==> config.mk <==
export PLATFORM = sky130hd
export DESIGN_NAME = water_tap_scheduler
export DESIGN_NICKNAME = d
export VERILOG_FILES = /design/src/rtl/water_tap_pkg.sv /design/src/rtl/water_tap_scheduler_ir_debounce.sv /design/src/rtl/water_tap_scheduler.sv
export SDC_FILE = /design/constraint.sdc
export NUM_CORES = 1
export LEC_CHECK = 0
export ABC_AREA = 1
export ABC_CLOCK_PERIOD_IN_PS = 2300
export BUFFER_PORTS_ARGS = -buffer_cell sky130_fd_sc_hd__buf_2
export CORE_ASPECT_RATIO = 1.5
export CORE_MARGIN = 2
export CORE_UTILIZATION = 30
export DETAILED_ROUTE_END_ITERATION = 6
export PLACE_DENSITY_LB_ADDON = 0.1
export RECOVER_POWER = 100
export SETUP_SLACK_MARGIN = 0.2
export SYNTH_ARGS = -nofsm -noshare
export SYNTH_HDL_FRONTEND = slang
export SYNTH_SLANG_ARGS = --single-unit
==> constraint.sdc <==
create_clock -name clk -period 2.3 [get_ports clk]
set_input_delay 0.115 -clock clk [delete_from_list [all_inputs] [get_ports clk]]
set_output_delay 0.115 -clock clk [all_outputs]
set_load 0.01 [all_outputs]
==> src/rtl/water_tap_pkg.sv <==
// Shared types and default sizing for the water tap pump scheduler.
package water_tap_pkg;

  localparam int unsigned DEF_N_TAPS          = 4;
  localparam int unsigned DEF_DEBOUNCE_CYCLES = 4;
  localparam int unsigned DEF_MAX_ON_CYCLES   = 16;
  localparam int unsigned DEF_COOLDOWN_CYCLES = 4;

  typedef enum logic [1:0] {
    IDLE,
    OPEN,
    COOLDOWN
  } tap_state_t;

endpackage

==> src/rtl/water_tap_scheduler_ir_debounce.sv <==
// One tap's IR input: 2-flop synchroniser followed by a consecutive-sample debouncer.
module ir_debounce
  import water_tap_pkg::*;
#(
  parameter int unsigned DEBOUNCE_CYCLES = DEF_DEBOUNCE_CYCLES
) (
  input  logic clk,
  input  logic reset,
  input  logic ir_pin,
  output logic req
);

  localparam int unsigned CW = $clog2(DEBOUNCE_CYCLES);

  logic [1:0]    sync;
  logic [CW-1:0] cnt;

  // cnt holds how many consecutive differing samples preceded this one
  always_ff @(posedge clk or posedge reset) begin
    if (reset) begin
      sync <= '0;
      cnt  <= '0;
      req  <= 1'b0;
    end else begin
      sync <= {sync[0], ir_pin};
      if (sync[1] == req) begin
        cnt <= '0;
      end else if (cnt == CW'(DEBOUNCE_CYCLES - 1)) begin
        req <= sync[1];
        cnt <= '0;
      end else begin
        cnt <= cnt + CW'(1);
      end
    end
  end

endmodule

==> src/rtl/water_tap_scheduler.sv <==
// Grants one shared pump to debounced tap requests in round-robin order,
// with a per-grant on-time limit, timeout lockout and a fixed cool-down gap.
module water_tap_scheduler
  import water_tap_pkg::*;
#(
  parameter int unsigned N_TAPS          = DEF_N_TAPS,
  parameter int unsigned DEBOUNCE_CYCLES = DEF_DEBOUNCE_CYCLES,
  parameter int unsigned MAX_ON_CYCLES   = DEF_MAX_ON_CYCLES,
  parameter int unsigned COOLDOWN_CYCLES = DEF_COOLDOWN_CYCLES
) (
  input  logic                      clk,
  input  logic                      reset,
  input  logic [N_TAPS-1:0]         ir_pin,
  output logic [N_TAPS-1:0]         relay_out,
  output logic                      pump_on,
  output logic [$clog2(N_TAPS)-1:0] active_id,
  output logic                      timeout_pulse
);

  localparam int unsigned ID_W    = $clog2(N_TAPS);
  localparam int unsigned CNT_MAX = (MAX_ON_CYCLES > COOLDOWN_CYCLES) ? MAX_ON_CYCLES : COOLDOWN_CYCLES;
  localparam int unsigned CNT_W   = $clog2(CNT_MAX + 1);

  tap_state_t        state, state_next;
  logic [CNT_W-1:0]  cnt, cnt_next;
  logic [ID_W-1:0]   last_grant, last_grant_next;
  logic [N_TAPS-1:0] req, lockout, lockout_next, lock_set, eligible;
  logic [ID_W-1:0]   pick;
  logic              pick_valid;
  logic              timed_out;

  logic [N_TAPS-1:0] relay_next;
  logic              pump_next;
  logic [ID_W-1:0]   id_next;
  logic              tpulse_next;

  for (genvar i = 0; i < N_TAPS; i++) begin : g_tap
    ir_debounce #(
      .DEBOUNCE_CYCLES(DEBOUNCE_CYCLES)
    ) u_debounce (
      .clk   (clk),
      .reset (reset),
      .ir_pin(ir_pin[i]),
      .req   (req[i])
    );
  end

  assign eligible = req & ~lockout;

  // first eligible tap strictly after last_grant, wrapping
  always_comb begin
    int unsigned idx;
    idx        = 0;
    pick       = '0;
    pick_valid = 1'b0;
    for (int unsigned k = 1; k <= N_TAPS; k++) begin
      idx = (32'(last_grant) + k) % N_TAPS;
      if (!pick_valid && eligible[ID_W'(idx)]) begin
        pick_valid = 1'b1;
        pick       = ID_W'(idx);
      end
    end
  end

  always_ff @(posedge clk or posedge reset) begin
    if (reset) begin
      state         <= IDLE;
      cnt           <= '0;
      last_grant    <= ID_W'(N_TAPS - 1);
      lockout       <= '0;
      relay_out     <= '0;
      pump_on       <= 1'b0;
      active_id     <= '0;
      timeout_pulse <= 1'b0;
    end else begin
      state         <= state_next;
      cnt           <= cnt_next;
      last_grant    <= last_grant_next;
      lockout       <= lockout_next;
      relay_out     <= relay_next;
      pump_on       <= pump_next;
      active_id     <= id_next;
      timeout_pulse <= tpulse_next;
    end
  end

  // timeout takes precedence over a release landing on the same cycle
  always_comb begin
    state_next      = state;
    cnt_next        = cnt;
    last_grant_next = last_grant;
    lock_set        = '0;
    timed_out       = 1'b0;
    unique case (state)
      IDLE: begin
        if (pick_valid) begin
          state_next      = OPEN;
          last_grant_next = pick;
          cnt_next        = CNT_W'(1);
        end
      end
      OPEN: begin
        if (cnt == CNT_W'(MAX_ON_CYCLES)) begin
          timed_out            = 1'b1;
          lock_set[last_grant] = 1'b1;
          state_next           = COOLDOWN;
          cnt_next             = CNT_W'(1);
        end else if (!req[last_grant]) begin
          state_next = COOLDOWN;
          cnt_next   = CNT_W'(1);
        end else begin
          cnt_next = cnt + CNT_W'(1);
        end
      end
      COOLDOWN: begin
        if (cnt == CNT_W'(COOLDOWN_CYCLES)) begin
          state_next = IDLE;
          cnt_next   = '0;
        end else begin
          cnt_next = cnt + CNT_W'(1);
        end
      end
      default: begin
        state_next = IDLE;
        cnt_next   = '0;
      end
    endcase
    lockout_next = (lockout & req) | lock_set;
  end

  // outputs are computed from the next state so they come straight off flops
  always_comb begin
    relay_next  = '0;
    id_next     = '0;
    pump_next   = (state_next == OPEN);
    tpulse_next = timed_out;
    if (state_next == OPEN) begin
      relay_next[last_grant_next] = 1'b1;
      id_next                     = last_grant_next;
    end
  end

endmodule
### Word-level counts from Yosys, hierarchy flattened

Cells that the tools add are included.

* $add $sub $neg: 9
* $lt $le $gt $ge: 8
* equal/unequal tests: 14
* multiplexer cells: 48
* bitwise gates (word level): 8
* reductions and logical operators: 13

Operators with widths (count)
* 2-to-1 mux 2 bit: 19
* 2-to-1 mux 5 bit: 4
* less-than comparator 2 x 3 -> 1 bit, second input constant: 6
* case mux 5 bit (3 select lines): 1
* 2-to-1 mux 1 bit: 13
* adder 2 x 1 -> 2 bit, second input constant: 6
* 2-to-1 mux 4 bit: 3
* binary-select mux 1 bit (select 2 bit): 5
* == test 2 bit, second input constant: 5
* bitwise AND 4 bit: 2
* AND reduction 2 bit: 4
* case mux 2 bit (3 select lines): 1
* adder 5 x 1 -> 5 bit, second input constant: 1
* == test 5 x 3 -> 1 bit, second input constant: 1
* == test 5 bit, second input constant: 1
* logical AND 1 bit: 5
* adder 2 bit, second input constant: 2
* demux 1 bit (select 2 bit): 2
* == test 1 bit: 4
* == test 2 x 1 -> 1 bit, second input constant: 2
* >= comparator 2 x 1 -> 1 bit, second input constant: 2
* NOT 1 bit: 4
* NOT 4 bit: 1
* OR 4 bit: 1
* other kinds (3): 5

* register bits after elaboration: 41
* input port bits: 6
* output and inout port bits: 8

### Longest topological paths before layout

Gate-level depths: netlist of run 1.

* word-level depth: 21
* depth in mapped cells: 13
* mapped depth without buffers: 12

### Modules after synthesis

A second synthesis of run 1 with hierarchy kept.

* cell total of the unflattened synthesis: 231
* area, all modules: 2021.9 um^2

Modules (own cells, without submodules)
* water_tap_scheduler: instances 1, cells each 159, area an instance 1276.2 um^2
* ir_debounce: instances 4, cells each 18, area an instance 186.4 um^2

### Worst setup path before layout of run 1

Ideal clock, no wire load.

* path type: register to register
* start point: reg last_grant[0]
* end point: reg cnt[2]
* setup time: 119 ps
* arrival time: 1779 ps
* slack: 402 ps
* stages on the path, launching flop included: 12
* path buffers: 1
* clock period less this slack: 1898 ps
* cells stage by stage: dfstp_2 -> buf_6 -> inv_8 -> ha_1 -> inv_1 -> nand3_1 -> nand2_2 -> nand3_1 -> nor2_1 -> nand3_1 -> a21oi_1 -> nor2_1

* cells in the longest elaborated chain, start to end: 14

Ends and longest elaborated chain
* start, declared: line water_tap_scheduler.sv:26 `logic [ID_W-1:0] last_grant, last_grant_next;`
* start signal, assigned: line water_tap_scheduler.sv:69 `last_grant <= ID_W'(N_TAPS - 1);`
* start signal, assigned: line water_tap_scheduler.sv:78 `last_grant <= last_grant_next;`
* adder 2 x 1 -> 2 bit: line water_tap_scheduler.sv:57 `idx = (32'(last_grant) + k) % N_TAPS;`
* binary-select mux 1 bit (select 2 bit): line water_tap_scheduler.sv:58 `if (!pick_valid && eligible[ID_W'(idx)]) begin`
* 2-to-1 mux 1 bit (implied by the code): line water_tap_scheduler.sv:58
* 2-to-1 mux 1 bit: line water_tap_scheduler.sv:58
* logical NOT 1 bit: line water_tap_scheduler.sv:58
* logical AND 1 bit: line water_tap_scheduler.sv:58
* 2-to-1 mux 1 bit: line water_tap_scheduler.sv:58
* logical NOT 1 bit: line water_tap_scheduler.sv:58
* logical AND 1 bit: line water_tap_scheduler.sv:58
* 2-to-1 mux 1 bit: line water_tap_scheduler.sv:58
* logical NOT 1 bit: line water_tap_scheduler.sv:58
* logical AND 1 bit: line water_tap_scheduler.sv:58
* 2-to-1 mux 1 bit: line water_tap_scheduler.sv:58
* inequality test 2 bit (no source line)
* end signal, assigned: line water_tap_scheduler.sv:77 `cnt <= cnt_next;`
* end, declared: line water_tap_scheduler.sv:25 `logic [CNT_W-1:0] cnt, cnt_next;`

Several ways; a longest one is shown, not always the timed one. The select of a mux whose other input is x is not followed.
A chain may end at the register's enable or synchronous reset.

### Worst setup path in the final report of run 1

* start point: reg last_grant[0]
* end point: reg relay_out[1]

* cells in the longest elaborated chain, start to end: 20

Ends and longest elaborated chain
* adder 2 x 1 -> 2 bit: line water_tap_scheduler.sv:57
* binary-select mux 1 bit (select 2 bit): line water_tap_scheduler.sv:58
* 2-to-1 mux 1 bit (implied by the code): line water_tap_scheduler.sv:58
* 2-to-1 mux 1 bit: line water_tap_scheduler.sv:58
* logical NOT 1 bit: line water_tap_scheduler.sv:58
* logical AND 1 bit: line water_tap_scheduler.sv:58
* 2-to-1 mux 1 bit: line water_tap_scheduler.sv:58
* logical NOT 1 bit: line water_tap_scheduler.sv:58
* [6 not listed]
* 2-to-1 mux 2 bit (*): line water_tap_scheduler.sv:94 `unique case (state)`
* named net last_grant_next[1]: line water_tap_scheduler.sv:26
* less-than comparator 2 x 3 -> 1 bit (implied by the code) / >= comparator 2 x 1 -> 1 bit (equally long branches): line water_tap_scheduler.sv:138 `relay_next[last_grant_next] = 1'b1;`
* logical AND 1 bit (implied by the code): line water_tap_scheduler.sv:138
* 2-to-1 mux 1 bit (implied by the code): line water_tap_scheduler.sv:138
* demux 1 bit (select 2 bit) (*): line water_tap_scheduler.sv:138
* 2-to-1 mux 4 bit (*): line water_tap_scheduler.sv:137 `if (state_next == OPEN) begin`
* named net relay_next[1]: line water_tap_scheduler.sv:32 `logic [N_TAPS-1:0] relay_next;`
* end signal, assigned: line water_tap_scheduler.sv:80 `relay_out <= relay_next;`
* end, declared: line water_tap_scheduler.sv:14 `output logic [N_TAPS-1:0] relay_out,`

Mark *: on every way through the listed nets, which the timed path passes. The rest lies on a longest branch. The select of a mux whose other input is x is not followed.

==> out/results.tsv, run 1 <==
stage	metric	value	unit
grt	grt_max_degree	42	
floorplanning	die_x	69.63	um
floorplanning	die_h	102.4	um
yosys	synthArstFlopShare	100.0	%
worst_setup_path	rr_startpoint	last_grant[0]$_DFF_PP1_	
worst_setup_path	r2r_end	relay_out[1]$_DFF_PP0_	
worst_setup_path	crit_top_cell	nand2_2	
timing	rsz0062_at_grt	no	
grt	groute.usage.overall	11.87	%
route	drt-met1-wl	1559	um
pwr	vdd_ir_drop_max	0.4819	mV
timing	setup_viol	0	
worst_setup_path	r2r_cells	11	
route	post_drt_wl_per_cell	11.87	um
timing	layout_setup_ws	316.3	ps
yosys	yosysWarnings	0	
route	met2WireLength	2007	um
yosys	synth.avg_cell_area	9.185	um2
timing	skew	11.21	ps
cts	cts-buffers-inserted	5	
cts	root_buffer	clkbuf_8	
cells_and_area	fillers	661	
route	dr.pass1.iters	4	
placed_design	place.gp.congestion	0.7757	
timing	post-route-min-period	1984	ps
floorplanning	ios	14	
route	highest_layer	met4	
worst_setup_path	path_cells	inv_8 -> ha_2 -> inv_1 -> nand3_1 -> nand2_2 -> nand3_2 -> nand2_1 -> nand2_2 -> o21ai_2 -> inv_2 -> nor2_2	
grt	grt_first_pass_wirelength	6610	um
worst_setup_path	cp.depth	11	
worst_setup_path	crit_buf_inv	3	
cts	insertion_delay	290	ps
route	routed_wl	3738	um
route	met3_length	127	um
cts	cts_max_path_buffers	2	
cts	cts_sinks	41	
floorplanning	dieArea	7132	um2
grt	grt_pass1_vias	1438	
yosys	ys_ff_latch	41	
floorplanning	core-area	6218	um2
yosys	synthCells	211	
yosys	ys_types	23	
timing	finalHoldViolations	0	
worst_setup_path	path_max_fanout	10	
timing	drv_slew	0	
cells_and_area	final_nets	256	
cells_and_area	drive_gt1_share	15.35	%
cells_and_area	syn2layout_area_growth	16.78	%
floorplanning	rows	35	
cts	clkTransAtPathRegs	80	ps
worst_hold_path	min_path_type	register to register	
grt	overflow	0	
pwr	power_density	1395	nW/um2
timing	setup_tns	0	ps
cts	h-tree-depth	2	
route	ant_nets	0	
cts	cts_tree	yes	
cells_and_area	diodes	0	
route	route.vias.total	1404	
yosys	yosysTopAreaCellShare	50.36	%
worst_setup_path	crit_end	relay_out[1]$_DFF_PP0_	
timing	worstMarginPinSlew	1011	ps
yosys	synth_seq_area_share	53.07	%
worst_setup_path	cp_top_family	simple AND/OR/NAND/NOR gates	
worst_setup_path	end_kind	register	
yosys	synthTopCellsByCount	dfrtp_1 (39), nand2_1 (38), inv_1 (26)	
yosys	synth.largest_area_cell	dfrtp_1	
placed_design	port_buffers	13	
worst_setup_path	cp-start-kind	register	
run_status	status	completed	
worst_setup_path	crit_start	last_grant[0]$_DFF_PP1_	
pwr	p_leak	1.119	nW
route	drt-vias-per-instance	4.457	
yosys	synth_ff_type	dfrtp_1	
route	drc	0	
yosys	synth_most_common_cell	dfrtp_1	
placed_design	hpwlAfterDp	2800	um
worst_setup_path	slowest_delay	630	ps
floorplanning	initial_utilization	31.17	%
yosys	synth-edff-count	0	
worst_setup_path	ff2ff_setup_slack	320	ps
worst_setup_path	critical_path.slowest_cell	dfstp_1	
yosys	synth_area	1938	um2
yosys	synthTopCellsByArea	dfrtp_1 (50%), nand2_1 (7.4%), ha_1 (6.5%), nand3_1 (5.9%), inv_1 (5.0%)	
pwr	p_total	0.003157	W
timing	finalCritPeriodShare	86.25	%
worst_setup_path	arrival	2210	ps
timing	timing.fmax	504.1	MHz
yosys	synth_nets	227	
placed_design	dp_worst_setup_slack	293.8	ps
worst_setup_path	cp.required	2530	ps
route	drt_iter0_drc	77	
grt	antenna_found_initial	0	
worst_setup_path	crit_type	register to register	
timing	maxSlewHeadroom	32.57	%
run	maxCapViolCount	0	
-- flip-flops by register name, summed over array words and instances (netlist names), 4 cells and up --
signal and cells:
g_tap.u_debounce.req 4, g_tap.u_debounce.sync 8, cnt 5, lockout 4, relay_out 4, g_tap.u_debounce.cnt 8
-- worst min-delay path by stage --
stage	endpoint	slack [ps]	from	cells after the start
after floorplan	g_tap[0].u_debounce.sync[0]$_DFF_PP0_	150	ir_pin[0]	0
after global placement	g_tap[0].u_debounce.sync[0]$_DFF_PP0_	220	ir_pin[0]	1
after detailed placement	g_tap[3].u_debounce.sync[0]$_DFF_PP0_	220	ir_pin[3]	1
after CTS	g_tap[2].u_debounce.sync[1]$_DFF_PP0_	360	g_tap[2].u_debounce.sync[0]$_DFF_PP0_	0
after global routing	g_tap[0].u_debounce.sync[1]$_DFF_PP0_	360	g_tap[0].u_debounce.sync[0]$_DFF_PP0_	0
final	g_tap[2].u_debounce.sync[1]$_DFF_PP0_	350	g_tap[2].u_debounce.sync[0]$_DFF_PP0_	0
-- where the power goes --
part           internal [W]  switching, W
Sequential         0.000930      0.000150
Combinational      0.000528      0.000984
Clock              0.000322      0.000242
-- stage by stage --
stage | utilization, % | cells | hold WS [ps] | instance area (um2)
CTS | 36.54 | 314 | 356.0 | 2272
global placement | 34.00 | 301 | 223.5 | 2115
detailed placement | 34.00 | 301 | 224.7 | 2115
floorplan | - | 211 | 146.4 | 1938
global route | 36.40 | 315 | 362.1 | 2263
finish | 36.40 | 315 | 352.9 | 2263
-- area by class of cell --
type | instances | area (um2) | share of cell area [%]
Sequential cell | 41 | 1028 | 45.44
Inverter | 29 | 116.4 | 5.141
Timing Repair Buffer | 23 | 136.4 | 6.025
Clock buffer | 6 | 72.57 | 3.206
Tap cell | 74 | 92.59 | 4.091
Multi-Input combinational cell | 140 | 782.0 | 34.55
Clock inverter | 2 | 35.03 | 1.548
-- cells in the final DEF (no fill, tap or decap) --
cell           netlist  final
o21ai_2              1      1
nor2_2               1      1
inv_1               26     25
inv_2                2      2
clkinv_1             0      1
nor3_1               6      6
clkbuf_8             0      5
clkinv_2             0      1
dfstp_2              2      1
buf_2                0      5
bufinv_16            0      1
nand4_1              3      3
buf_4                0      3
nor2_1              18     18
nand3b_1             1      1
ha_2                 0      1
nand2_2              9      8
clkbuf_2             0      1
a31oi_1              1      1
nand3_1             23     23
clkbuf_1             0     10
xnor2_1              4      4
dfstp_1              0      1
dlygate4sd3_1        0      5
o21ai_1              2      1
nand2_1             38     39
xor2_1               2      2
inv_8                1      1
o21ai_0             11     12
a21oi_1              4      4
dfrtp_1             39     39
nand3_2              6      6
ha_1                10      9
-- kinds of logic after synthesis --
logic type	count (synthesis)	synth area share, %
AOI/OAI and AO/OA	19	5.165
xor gates and xnor gates	6	2.711
adders and majority gates	10	6.456
buffers and inverters	30	6.585
DFF	41	53.07
and+or+nand+nor	105	26.02
-- timing repair --
action                     4_1_cts  5_1_grt
resized for setup                0        4
setup endpoints to repair        0        9
hold buffers                     5        0
buffers inserted                 0        1
hold endpoints to repair        43        0
-- layer usage --
metal  up-vias  GRT usage, %
li1        736             -
met1       648         13.05
met2        16         21.67
met3         4         2.564
met4         0         5.917
met5         -             0
Note: power is estimated with default switching activity, not from simulation.
==> run 2: changes to the inputs <==
--- a/config.mk
+++ b/config.mk
@@ -5,7 +5,6 @@
 export SDC_FILE = /design/constraint.sdc
 export NUM_CORES = 1
 export LEC_CHECK = 0
-export ABC_AREA = 1
 export ABC_CLOCK_PERIOD_IN_PS = 2300
 export BUFFER_PORTS_ARGS = -buffer_cell sky130_fd_sc_hd__buf_2
 export CORE_ASPECT_RATIO = 1.5
==> out/results.tsv, run 2 <==
stage	metric	value	unit	change
run_status	status	completed		
grt	grt_first_pass_wirelength	5651	um	-15%
cells_and_area	final_cell_mix	dfrtp_1 (39), nor2b_1 (9), ha_1 (9), clkbuf_1 (8)		
cts	h-tree-depth	2		unchanged
cells_and_area	final_nets	188		-27%
timing	setup_tns	0	ps	unchanged
cells_and_area	drive_gt1_share	20.81	%	+5.5 points
worst_setup_path	critical_path.slowest_cell	dfstp_2		
placed_design	hpwlAfterDp	2294	um	-18%
worst_setup_path	crit_type	register to register		
grt	grtUsageMet2	18.85	%	-2.8 points
timing	setup_viol	0		unchanged
worst_hold_path	min_path_type	register to register		
pwr	p_total	0.002986	W	-5.4%
placed_design	place.gp.congestion	0.8404		+8.3%
worst_setup_path	cp-start-kind	register		
route	ant_nets	0		unchanged
cells_and_area	reg.largest.list	g_tap.u_debounce.cnt x8, g_tap.u_debounce.sync x8, cnt x5		
route	drc	0		unchanged
grt	grt_max_degree	42		unchanged
pwr	power_density	1351	nW/um2	-3.2%
timing	maxSlewHeadroom	33.04	%	+0.47 points
floorplanning	ios	14		unchanged
worst_setup_path	crit_top_cell	inv_2		
yosys	synth_area	1820	um2	-6.1%
route	dr.pass1.iters	3		-1
cells_and_area	finish.utilization	37.93	%	+1.5 points
timing	timing.fmax	479.1	MHz	-5.0%
yosys	synth_ff_type	dfrtp_1		
cts	clkTransAtPathRegs	80	ps	about the same
worst_setup_path	end_kind	register		
route	route.vias.total	1174		-16%
cells_and_area	fillers	568		-14%
cts	cts_max_path_buffers	2		unchanged
timing	rsz0062_at_grt	yes		
yosys	yosysTopAreaCellShare	53.61	%	+3.3 points
cells_and_area	stdcell_area	2211	um2	-2.3%
cts	insertion_delay	290	ps	about the same
run	maxCapViolCount	0		unchanged
timing	worstMarginPinSlew	1004	ps	-7.030 ps
placed_design	port_buffers	13		unchanged
grt	grt.met1_usage	12.76	%	-0.29 points
yosys	yosysWarnings	0		unchanged
yosys	ys_ff_latch	41		unchanged
placed_design	post_dp_cell_area	1986	um2	-6.1%
route	routed_wl	3264	um	-13%
grt	overflow	0		unchanged
pwr	p_leak	1.027	nW	-8.2%
cells_and_area	syn2layout_area_growth	21.44	%	
yosys	synth.avg_cell_area	12.82	um2	+40%
timing	hold_slack	350.8	ps	-2.092 ps
floorplanning	core-area	5828	um2	-6.3%
pwr	vdd_ir_drop_max	0.5201	mV	+7.9%
worst_setup_path	slowest_delay	600	ps	-30 ps
floorplanning	dieArea	6720	um2	-5.8%
yosys	synth.largest_area_cell	dfrtp_1		
worst_setup_path	cp.required	2490	ps	-40 ps
cts	cts-buffers-inserted	5		unchanged
yosys	synthArstFlopShare	100.0	%	unchanged
worst_setup_path	arrival	2270	ps	+60 ps
route	drt_iter0_drc	93		+21%
cts	cts_sinks	41		unchanged
route	post_drt_wl_per_cell	13.32	um	+12%
yosys	synth_most_common_cell	dfrtp_1		
yosys	synth_nets	158		-30%
yosys	synthCells	142		-33%
cells_and_area	final_common_cell	dfrtp_1		
worst_setup_path	path_max_fanout	4		-6
cells_and_area	diodes	0		unchanged
timing	finalCritPeriodShare	90.74	%	+4.5 points
yosys	synthTopCellsByArea	dfrtp_1 (54%), ha_1 (6.9%), mux4_2 (3.7%), nor2b_1 (3.1%), dfstp_2 (2.9%)		
yosys	ys_types	39		+70%
floorplanning	die_h	99.41	um	-3.0%
floorplanning	rows	34		-2.9%
grt	antenna_found_initial	0		unchanged
cts	cts_tree	yes		
timing	skew	5.085	ps	-6.128 ps
floorplanning	die_x	67.61	um	-2.9%
route	drt-vias-per-instance	4.792		+7.5%
grt	grt_util_met3	2.715	%	+0.15 points
timing	drv_slew	0		unchanged
timing	finalHoldViolations	0		unchanged
grt	groute.usage.overall	11.08	%	-0.78 points
grt	busiest_layer	met2		
yosys	synthTopCellsByCount	dfrtp_1 (39), ha_1 (10), nor2b_1 (9)		
grt	grt_pass1_vias	1250		-13%
yosys	synth_seq_area_share	56.49	%	+3.4 points
timing	post-route-min-period	2087	ps	+103.4 ps
floorplanning	initial_utilization	31.24	%	+0.070 points
worst_setup_path	path_cells	inv_2 -> ha_4 -> mux4_2 -> o211a_1 -> mux2i_1 -> inv_2 -> and3_1		
cts	root_buffer	clkbuf_8		
yosys	synth-edff-count	0		unchanged
## run 2: cell count changes after synthesis, moves of 6 or more
cell / before / now
nand2_2: 9 / 0
o21ai_0: 11 / 3
inv_1: 26 / 6
nand2_1: 38 / 3
nand3_1: 23 / 2
nor2_1: 18 / 4
nand3_2: 6 / 0
nor2b_1: 0 / 9
## run 2: power by group
| part | switching, W | total [W] | internal (W) |
|---|---|---|---|
| logic | 0.000612 | 0.00119 | 0.000579 |
| registers | 0.000187 | 0.00113 | 0.000939 |
| clock network | 0.000238 | 0.000669 | 0.000431 |
## run 2: final timing paths
| kind | start | slack [ps] | endpoint | cells after the start |
|---|---|---|---|---|
| setup reg to reg | last_grant[0]$_DFF_PP1_ | 210 | relay_out[3]$_DFF_PP0_ | 7 |
| max in group asynchronous | reset | 1000 | active_id[1]$_DFF_PP0_ | 4 |
| hold reg to reg | g_tap[1].u_debounce.sync[0]$_DFF_PP0_ | 350 | g_tap[1].u_debounce.sync[1]$_DFF_PP0_ | 0 |
| hold / removal | g_tap[1].u_debounce.sync[0]$_DFF_PP0_ | 350 | g_tap[1].u_debounce.sync[1]$_DFF_PP0_ | 0 |
| min in group asynchronous | reset | 670 | g_tap[1].u_debounce.cnt[1]$_DFF_PP0_ | 4 |
| setup / recovery | last_grant[0]$_DFF_PP1_ | 210 | relay_out[3]$_DFF_PP0_ | 7 |
## run 2: timing repair
item	CTS	global route
hold buffers	5	0
gates resized for setup	0	6
setup buffers	2	2
pin swaps	0	1
setup endpoints to repair	3	9
hold endpoints to repair	43	0
## run 2: cell families after synthesis
logic type	Yosys count	share of synthesized area, %
flip-flops	41	56.50
multiplexers	8	6.941
AND/OR/NAND/NOR	46	15.95
XOR/XNOR	4	1.924
AO/OA/AOI/OAI	25	10.10
buffers and inverters	8	1.718
adder cells (fa/ha/maj)	10	6.873
## run 2: critical path, delay by kind of cell (launching register included)
family | cells | cell delay, ps
flip-flops | 1 | 600
multiplexers | 2 | 540
adder cells (fa/ha/maj) | 1 | 270
AO/OA/AOI/OAI | 1 | 250
buffers and inverters | 2 | 170
AND/OR/NAND/NOR | 1 | 160
## run 2: routing by layer
metal  share of wire [%]  wire [um]  vias up
met3                 1.6         52        5
met1                  42       1384      591
li1                    -          -      568
met2                  54       1760       10
met4                 2.1         68        0
met5                   0          0        -
## run 2: final cells by class
type / instances / area (um2) / area share [%]
sequential: 41 / 1028 / 46.52
multi-input combinational: 93 / 777.0 / 35.14
timing repair buffer: 24 / 155.1 / 7.018
tap: 72 / 90.09 / 4.075
clock buffer: 5 / 68.82 / 3.113
clock inverter: 3 / 65.06 / 2.943
inverter: 7 / 26.28 / 1.188
## run 2: through the flow
stage | setup slack, ps | instances
2_1_floorplan | 200.8 | 142
3_3_place_gp | 176.9 | 228
3_5_place_dp | 146.9 | 228
4_1_cts | 204.4 | 243
5_1_grt | 110.7 | 245
6_report | 213.0 | 245
==> run 3: changes to the inputs <==
==> constraint.sdc (replaced) <==
create_clock -name clk -period 2.3 [get_ports clk]
set_input_delay 0.575 -clock clk [delete_from_list [all_inputs] [get_ports clk]]
set_output_delay 0.575 -clock clk [all_outputs]
set_load 0.01 [all_outputs]
==> out/results.tsv, run 3 (same netlist as run 2, synthesis figures left out) <==
stage	metric	value	unit	change
pwr	p_seq_share	38.5	%	+0.8 points
floorplanning	ios	14		unchanged
timing	setup_viol	0		unchanged
route	post_drt_wl_per_cell	13.83	um	+3.8%
cells_and_area	final_cells	240		-2.0%
timing	skew	5.784	ps	+0.6987 ps
floorplanning	die_h	99.41	um	unchanged
worst_setup_path	crit_type	register to register		
route	routed_wl	3319	um	+1.7%
cells_and_area	syn2layout_area_growth	17.94	%	
pwr	swShare	35.75	%	+1.0 points
grt	grtUsageMet2	20.36	%	+1.5 points
placed_design	dp_worst_setup_slack	177.2	ps	+30.27 ps
cts	hold_buffers	0		-5
pwr	pwr-share-clk	20.5	%	-1.9 points
placed_design	post_dp_cell_area	1993	um2	+0.38%
worst_setup_path	path_cells	inv_1 -> ha_4 -> mux4_2 -> o211a_1 -> mux2i_1 -> inv_2 -> and3_1		
worst_setup_path	cp-start-kind	register		
grt	antenna_found_initial	0		unchanged
run	maxCapViolCount	0		unchanged
cts	root_buffer	clkbuf_8		
worst_setup_path	slowest_delay	590	ps	about the same
grt	groute.usage.overall	11.84	%	+0.76 points
grt	grt.met1_usage	13.18	%	+0.42 points
timing	setup_tns	0	ps	unchanged
worst_setup_path	r2r_cells	7		unchanged
pwr	p_leak	0.9960	nW	-3.0%
grt	grt_pass1_vias	1271		+1.7%
cells_and_area	drive_gt1_share	20.83	%	+0.024 points
worst_hold_path	whs_path_depth	0		unchanged
worst_setup_path	path_max_fanout	4		unchanged
cells_and_area	reg.largest.list	g_tap.u_debounce.cnt x8, g_tap.u_debounce.sync x8, cnt x5		
grt	grt_util_met3	2.828	%	+0.11 points
floorplanning	dieArea	6720	um2	unchanged
worst_setup_path	cp.required	2490	ps	about the same
placed_design	hpwlAfterDp	2329	um	+1.5%
timing	finalCritPeriodShare	91.86	%	+1.1 points
worst_setup_path	critical_path.slowest_cell	dfstp_2		
pwr	comb_power_share	41.0	%	+1.1 points
grt	overflow	0		unchanged
worst_setup_path	arrival	2300	ps	+30 ps
route	ant_nets	0		unchanged
cts	cts_max_path_buffers	2		unchanged
cells_and_area	final_cell_mix	dfrtp_1 (39), nor2b_1 (9), ha_1 (9), clkbuf_1 (8)		
worst_hold_path	min_path_type	register to register		
floorplanning	initial_utilization	31.24	%	unchanged
worst_setup_path	cp_top_family	flip-flops		
pwr	p_switching	0.001036	W	-0.11%
timing	timing.fmax	473.3	MHz	-1.2%
grt	busiest_layer	met2		
floorplanning	die_x	67.61	um	unchanged
worst_setup_path	end_kind	register		
pwr	vdd_ir_drop_max	0.5080	mV	-2.3%
cts	h-tree-depth	2		unchanged
cts	cts_sinks	41		unchanged
route	dr.pass1.iters	4		+1
route	drt_iter0_drc	38		-59%
worst_setup_path	cp.depth	7		unchanged
run_status	status	completed		
cells_and_area	stdcell_area	2147	um2	-2.9%
timing	layout_setup_ws	187.3	ps	-25.70 ps
cells_and_area	final_common_cell	dfrtp_1		
grt	grt_first_pass_wirelength	5961	um	+5.5%
cts	cts_tree	yes		
route	route.vias.total	1170		-0.34%
cts	clkTransAtPathRegs	80	ps	about the same
placed_design	numPlacedInstances	229		+0.44%
timing	finalHoldViolations	0		unchanged
worst_setup_path	crit_buf_inv	2		unchanged
placed_design	place.gp.congestion	0.8495		+1.1%
cts	cts-buffers-inserted	5		unchanged
cts	insertion_delay	290	ps	about the same
route	drt-vias-per-instance	4.875		+1.7%
timing	post-route-min-period	2113	ps	+25.70 ps
timing	maxSlewHeadroom	34.51	%	+1.5 points
timing	rsz0062_at_grt	yes		
route	drc	0		unchanged
floorplanning	rows	34		unchanged
timing	drv_slew	0		unchanged
floorplanning	core-area	5828	um2	unchanged
timing	worstMarginPinSlew	982.3	ps	-22.03 ps
pwr	internal_power	0.001863	W	-4.4%
grt	grt_max_degree	42		unchanged
cells_and_area	final_nets	183		-2.7%
cells_and_area	diodes	0		unchanged
pwr	power_density	1350	nW/um2	about the same
placed_design	port_buffers	13		unchanged
-- run 3: what timing repair did --
action	CTS	global route
resized for setup	0	5
setup endpoints to repair	3	8
setup buffers	1	2
-- run 3: power by group through the flow --
stage	clock network [W]	logic, W	registers, W
floorplan	0	0.000848	0.00111
global placement	0	0.00109	0.00113
detailed placement	0	0.00111	0.00115
CTS	0.000618	0.00115	0.00112
global route	0.000649	0.00135	0.00115
finish	0.000594	0.00119	0.00112
-- run 3: worst paths after layout --
path	from	end	slack, ps
min in group asynchronous	reset	g_tap[0].u_debounce.sync[0]$_DFF_PP0_	580
min reg2reg	g_tap[1].u_debounce.sync[0]$_DFF_PP0_	g_tap[1].u_debounce.sync[1]$_DFF_PP0_	350
max reg2reg	last_grant[0]$_DFF_PP1_	relay_out[3]$_DFF_PP0_	190
max in group asynchronous	reset	state[0]$_DFF_PP0_	1120
min	g_tap[1].u_debounce.sync[0]$_DFF_PP0_	g_tap[1].u_debounce.sync[1]$_DFF_PP0_	350
max	last_grant[0]$_DFF_PP1_	relay_out[3]$_DFF_PP0_	190
-- run 3: metal layers --
metal,vias up,routed length (um)
met5,-,0
met4,0,76
met3,5,91
met2,18,1831
met1,590,1320
li1,557,-
-- run 3: layout make-up --
type,instances,area [um2]
tap,72,90.09
clock inverter,2,37.54
multi-input combinational,93,777.0
inverter,7,26.28
clock buffer,6,82.58
timing repair buffer,19,105.1
sequential,41,1028
fill,562,3681
-- run 3: metrics by stage --
step	utilization, %	total power, W	hold slack, ps
2_1_floorplan	-	0.001961	331.2
3_3_place_gp	34.20	0.002227	335.9
3_5_place_dp	34.20	0.002258	335.7
4_1_cts	36.39	0.002880	358.6
5_1_grt	36.84	0.003150	365.5
6_report	36.84	0.002899	354.8
